===== src/rtl/uart_tx_feeder.sv =====
// uart_tx_feeder: byte FIFO and send controller feeding a UART transmitter.
// The host writes bytes at clock rate. The controller pops one byte, holds it on
// tx_data and raises tx_send. It then follows the transmitter's synchronized
// active/done flags, so frames go out back to back without host polling.
//
// Handshake: the host side has no backpressure. A write is accepted when
// wr_en && !full. A write while full is dropped and sets the sticky overflow flag.
// On the transmitter side, tx_send is a level request. It stays high until the
// synchronized active flag is seen. It then stays low through the frame and for
// at least one cycle before the next request.
module uart_tx_feeder #(
  parameter int DEPTH  = 16,
  parameter int DATA_W = 8
) (
  input  logic                     clk,
  input  logic                     rst_n,
  input  logic                     wr_en,
  input  logic [DATA_W-1:0]        wr_data,
  input  logic                     clr_ovf,
  output logic                     full,
  output logic                     empty,
  output logic [$clog2(DEPTH):0]   count,
  output logic                     overflow,
  output logic                     busy,
  output logic [DATA_W-1:0]        tx_data,
  output logic                     tx_send,
  input  logic                     tx_active,
  input  logic                     tx_done,
  output logic [1:0]               dbg_state
);

  localparam int AW = $clog2(DEPTH);
  localparam int CW = AW + 1;

  typedef enum logic [1:0] {
    S_IDLE = 2'd0,
    S_REQ  = 2'd1,
    S_WAIT = 2'd2,
    S_GAP  = 2'd3
  } state_t;

  state_t              state_q, state_d;
  logic                act_m, act_s, done_m, done_s;
  logic [DATA_W-1:0]   mem [DEPTH];
  logic [AW-1:0]       wr_ptr, rd_ptr;
  logic [CW-1:0]       count_d;
  logic                wr_ok, pop;
  logic                send_d;
  logic [DATA_W-1:0]   data_d;

  assign wr_ok     = wr_en && !full;
  assign busy      = (state_q != S_IDLE);
  assign dbg_state = state_q;

  // Two-flop synchronizers for the baud-domain status flags
  always_ff @(posedge clk or negedge rst_n) begin
    if (!rst_n) begin
      act_m  <= 1'b0;
      act_s  <= 1'b0;
      done_m <= 1'b0;
      done_s <= 1'b0;
    end else begin
      act_m  <= tx_active;
      act_s  <= act_m;
      done_m <= tx_done;
      done_s <= done_m;
    end
  end

  // Next occupancy: a write and a pop in the same cycle cancel out
  always_comb begin
    count_d = count;
    case ({wr_ok, pop})
      2'b10:   count_d = count + 1'b1;
      2'b01:   count_d = count - 1'b1;
      default: count_d = count;
    endcase
  end

  // FIFO pointers and registered occupancy flags
  always_ff @(posedge clk or negedge rst_n) begin
    if (!rst_n) begin
      wr_ptr <= '0;
      rd_ptr <= '0;
      count  <= '0;
      full   <= 1'b0;
      empty  <= 1'b1;
    end else begin
      if (wr_ok) wr_ptr <= wr_ptr + 1'b1;
      if (pop)   rd_ptr <= rd_ptr + 1'b1;
      count <= count_d;
      full  <= (count_d == CW'(DEPTH));
      empty <= (count_d == '0);
    end
  end

  // Storage array; it needs no reset because occupancy is tracked separately
  always_ff @(posedge clk) begin
    if (wr_ok) mem[wr_ptr] <= wr_data;
  end

  // Sticky overflow; a dropped write wins over a clear in the same cycle
  always_ff @(posedge clk or negedge rst_n) begin
    if (!rst_n)                overflow <= 1'b0;
    else if (wr_en && full)    overflow <= 1'b1;
    else if (clr_ovf)          overflow <= 1'b0;
  end

  // Send controller next state: pop in IDLE, hold request until active is seen
  always_comb begin
    state_d = state_q;
    send_d  = tx_send;
    data_d  = tx_data;
    pop     = 1'b0;
    case (state_q)
      S_IDLE: begin
        if (!empty && !act_s) begin
          pop     = 1'b1;
          data_d  = mem[rd_ptr];
          send_d  = 1'b1;
          state_d = S_REQ;
        end
      end
      S_REQ: begin
        if (act_s) begin
          send_d  = 1'b0;
          state_d = S_WAIT;
        end
      end
      S_WAIT: begin
        if (!act_s || done_s) state_d = S_GAP;
      end
      S_GAP: begin
        send_d  = 1'b0;
        state_d = S_IDLE;
      end
      default: state_d = S_IDLE;
    endcase
  end

  // Send controller registers; tx_data only changes on a pop
  always_ff @(posedge clk or negedge rst_n) begin
    if (!rst_n) begin
      state_q <= S_IDLE;
      tx_send <= 1'b0;
      tx_data <= '0;
    end else begin
      state_q <= state_d;
      tx_send <= send_d;
      tx_data <= data_d;
    end
  end

endmodule


===== config.mk =====
export PLATFORM = sky130hd
export DESIGN_NAME = uart_tx_feeder
export DESIGN_NICKNAME = d
export VERILOG_FILES = /design/src/rtl/uart_tx_feeder.sv
export SDC_FILE = /design/constraint.sdc
export NUM_CORES = 1
export LEC_CHECK = 0
export ABC_CLOCK_PERIOD_IN_PS = 7550
export BUFFER_PORTS_ARGS = -buffer_cell sky130_fd_sc_hd__buf_4
export CELL_PAD_IN_SITES_DETAIL_PLACEMENT = 1
export CELL_PAD_IN_SITES_GLOBAL_PLACEMENT = 2
export CORE_ASPECT_RATIO = 0.9
export CORE_UTILIZATION = 33
export DETAILED_ROUTE_END_ITERATION = 10
export PLACE_DENSITY = 0.64
export SETUP_SLACK_MARGIN = 0.4
export SLEW_MARGIN = 20
export SYNTH_ARGS = -nofsm -noshare
export SYNTH_HDL_FRONTEND = slang
export SYNTH_SLANG_ARGS = --single-unit

===== constraint.sdc =====
create_clock -name clk -period 7.55 [get_ports clk]
set_input_delay 0.755 -clock clk [delete_from_list [all_inputs] [get_ports clk]]
set_output_delay 0.755 -clock clk [all_outputs]
set_load 0.005 [all_outputs]

==> run summary <==
Fraction of layout cells with a size suffix above 1: 0.299. Max-cap violations in this run came to 0. The via count of the first global-routing pass was 3381. Hold timing on the final database bottoms out at a slack of 0.263 ns. Total via count in the routed design: 3145. Clock skew on the completed layout was measured at 0.0110 ns.

The share of flip-flops with an asynchronous set or reset came out at 0.195. In this run the worst hold path is classified as in -> async. The logs give 4.37 ns for the final setup slack of the worst path and 32 for the pin count of the biggest net entering global routing. Setup repair after global routing left no endpoint under its margin. The floorplan has 48 rows. By area the synthesized netlist is led by sky130_fd_sc_hd__edfxtp_1, sky130_fd_sc_hd__mux4_2, sky130_fd_sc_hd__dfrtp_1, sky130_fd_sc_hd__ha_1, sky130_fd_sc_hd__nand2_1. The number of H-tree levels is 4, and the total I/O pin count is 34. After clock tree synthesis, the flow added hold-fix buffers numbering 0. Capture instance of the worst register-to-register path: empty$_DFF_PN1_.

The buffers inserted during post-CTS setup optimization was 0; the slack of the worst reg-to-reg path was 4.37 ns. The tools report the global-route usage over all layers as 0.148. A synthesized cell averages 18.8 sq um. At the later pin of the worst-skew pair, clock insertion delay measures 0.43 ns. The run gives 0 as the initial antenna violation count.

Most frequently used flop master after synthesis: sky130_fd_sc_hd__edfxtp_1. Summing every instance area after synthesis gives 6420 sq um. The flow ran to the end, and the final reports show no timing, DRC or antenna violations.

Clock tree synthesis inserted a total of 17 buffers. The setup path with the least slack is of type reg -> reg. The logs give 20500 um for the global-route wire length before repair and 13300 um for the wire length reported by the detailed router.

The floorplan die area is 20000 sq um, and the routability congestion estimate is 0.719. The number of enable-type register cells in the synthesized netlist was 128; the clock-pin slew on the worst setup and hold paths was 0.07 ns. Required time of the worst setup path: 7.93 ns. CTS saw 159 sinks.

The die span in x was 149 um. The final layout contains 409 nets. The minimum period implied by the final worst setup slack works out to 3.18 ns. The run gives 0 as the number of diodes added for antenna fixing. The areal power density over the cells was 382 nW/um^2. The average wire per standard cell was 20.6 um; the final core utilization was 0.394. The final clock period utilization by the worst path is 0.421, and the total number of yosys warnings is 0. The highest achievable clock rate is 315 MHz. Synthesis produced a netlist with a net count of 369. The number of iterations in the first detailed-routing pass came out at 4. The synthesized design spends more area on one cell type than any other, namely sky130_fd_sc_hd__edfxtp_1. Synthesis inferred 159 register bits.

No sink is reached through more buffers than the 2 on the longest clock path. Count of cells along the worst register-to-register path: 13. The maximum vdd ir drop is 0.130 mV. Die extent in y: 134 um.

Summed over all nets, the half-perimeter wirelength after detailed placement is 8560 um. The fraction of synthesized cell area taken by the top area cell type works out to 0.599. In this run the remaining antenna-violating nets after routing total 0. TritonCTS built the clock tree. The worst slew slack as a fraction of its limit came out at 0.460. From synthesis to final layout, the design area changed by 17.2%. For the worst setup path, the data arrival time is 3.55 ns.

In the routed layout, each cell is associated on average with a via count of 4.88. Number of pins exceeding their max-slew limit in the final report: 0. The DRC violation total after the first TritonRoute iteration is 236, and the synthesized instance count is 342. Prior to clock tree synthesis, the placed netlist has a worst setup slack of 4.20 ns.

Clock tree synthesis selected as its root buffer the cell sky130_fd_sc_hd__clkbuf_16. The worst setup path is launched from a register. The worst setup path is captured at a register. The total core area was 19100 sq um; the total setup violations reported at the end of the flow was 0. At the pin with the least slew margin, the transition time is 0.810 ns.

The effective utilization at floorplan is 0.336, and the critical-path maximum fanout is 17. Setup total negative slack on the finished layout was measured at 0 ns. The hold violation count in the final report came out at 0. The run gives 0.720 as the share of synthesized area occupied by flip-flops and latches.

After global routing the overflow that remains totals 0. Buffers placed on the I/O ports in this run total 33. The number of different library cells used by synthesis comes to 40.

The quantity of gates resized following cts was 0. DRC violations left: 0. In this run the critical register-to-register path is launched from dbg_state[0]$_DFFE_PN0P_. In this run the static leakage power is 2.63 nW.
-- synth_stat cells, types with 2 or more instances --
cell / instances
sky130_fd_sc_hd__edfxtp_1: 128
sky130_fd_sc_hd__dfrtp_1: 30
sky130_fd_sc_hd__nor2_1: 4
sky130_fd_sc_hd__buf_1: 3
sky130_fd_sc_hd__a21oi_1: 4
sky130_fd_sc_hd__and2_1: 16
sky130_fd_sc_hd__buf_2: 4
sky130_fd_sc_hd__nor2b_1: 3
sky130_fd_sc_hd__mux4_2: 40
sky130_fd_sc_hd__nand4_1: 2
sky130_fd_sc_hd__clkbuf_1: 7
sky130_fd_sc_hd__xnor2_1: 9
sky130_fd_sc_hd__o21ai_0: 9
sky130_fd_sc_hd__inv_1: 10
sky130_fd_sc_hd__nor3_1: 2
sky130_fd_sc_hd__nand2_1: 35
sky130_fd_sc_hd__ha_1: 13
-- where the power goes --
group	internal, W	total [W]	switching [W]	leakage [nW]
Clock	0.000490	0.000846	0.000356	0.281
Combinational	0.000410	0.000787	0.000377	0.822
Sequential	0.00109	0.00124	0.000147	1.53
-- stage by stage --
| stage | area [sq um] | cells | power, W |
|---|---|---|---|
| after floorplan | 6420 | 342 | 0.00176 |
| after global placement | 6940 | 613 | 0.00205 |
| after detailed placement | 6940 | 613 | 0.00207 |
| after CTS | 7520 | 645 | 0.00292 |
| after global routing | 7520 | 645 | 0.00302 |
| final | 7520 | 645 | 0.00287 |
-- worst max path at each step --
stage	from	slack, ns	cells after the start	end
final	dbg_state[0]$_DFFE_PN0P_	4.37	13	empty$_DFF_PN1_
after floorplan	dbg_state[0]$_DFFE_PN0P_	4.74	13	empty$_DFF_PN1_
after global placement	wr_en	4.23	12	empty$_DFF_PN1_
after global routing	dbg_state[0]$_DFFE_PN0P_	4.15	13	empty$_DFF_PN1_
after detailed placement	wr_en	4.20	12	empty$_DFF_PN1_
after CTS	dbg_state[0]$_DFFE_PN0P_	4.35	13	empty$_DFF_PN1_
-- kinds of logic after synthesis --
kind of cell,after synthesis,share of synthesized area
compound gates,22,0.0230
xor+xnor,11,0.0162
fa+ha+maj,13,0.0253
buf+inv,26,0.0168
flops,159,0.720
mux,41,0.142
simple gates,70,0.0571
-- cells in the final DEF (no fill, tap or decap), drive strengths merged, types with 2 or more instances in the layout --
cell type	instances
edfxtp	128
mux4	40
nand2	36
buf	35
dfrtp	30
clkbuf	17
and2	16
inv	16
ha	13
xnor2	9
o21ai	9
clkinv	6
a21oi	4
nor2	4
nor2b	3
clkinvlp	3
nor3	2
nand4	2
bufinv	2
a31oi	2
xor2	2
-- final cells by class --
| cell class | count | area (sq um) |
|---|---|---|
| clock buffer | 17 | 425 |
| tap | 250 | 313 |
| timing repair buffer | 35 | 263 |
| clock inverter | 15 | 159 |
| fill | 1886 | 11600 |
| multi-input combinational | 157 | 1690 |
| sequential | 159 | 4620 |
| inverter | 12 | 50.0 |
-- metal layers --
metal,track usage,vias to the layer above,wire length (um)
met5,0,-,0
met4,0.0686,0,262
met3,0.0340,18,503
met2,0.230,53,6530
met1,0.195,1670,6000
li1,-,1404,-
-- flip-flops by register name, summed over array words and instances (netlist names) --
signal / cells
empty: 1
full: 1
done_m: 1
wr_ptr: 4
dbg_state: 2
count: 5
done_s: 1
overflow: 1
tx_data: 8
act_s: 1
mem: 128
tx_send: 1
rd_ptr: 4
act_m: 1
-- critical path, stage by stage, from the launching register on --
cell                       delay, ns
sky130_fd_sc_hd__dfrtp_1        0.42
sky130_fd_sc_hd__inv_1          0.15
sky130_fd_sc_hd__ha_1           0.21
sky130_fd_sc_hd__or3b_4         0.49
sky130_fd_sc_hd__clkinv_4       0.16
sky130_fd_sc_hd__nand2_4        0.07
sky130_fd_sc_hd__xnor2_1        0.13
sky130_fd_sc_hd__ha_1           0.23
sky130_fd_sc_hd__o21ai_0        0.15
sky130_fd_sc_hd__nand2b_1       0.07
sky130_fd_sc_hd__a311o_1        0.35
sky130_fd_sc_hd__a211oi_2       0.24
sky130_fd_sc_hd__xnor2_1        0.21
sky130_fd_sc_hd__and4b_1        0.23
Note: power is estimated with default switching activity, not from simulation.
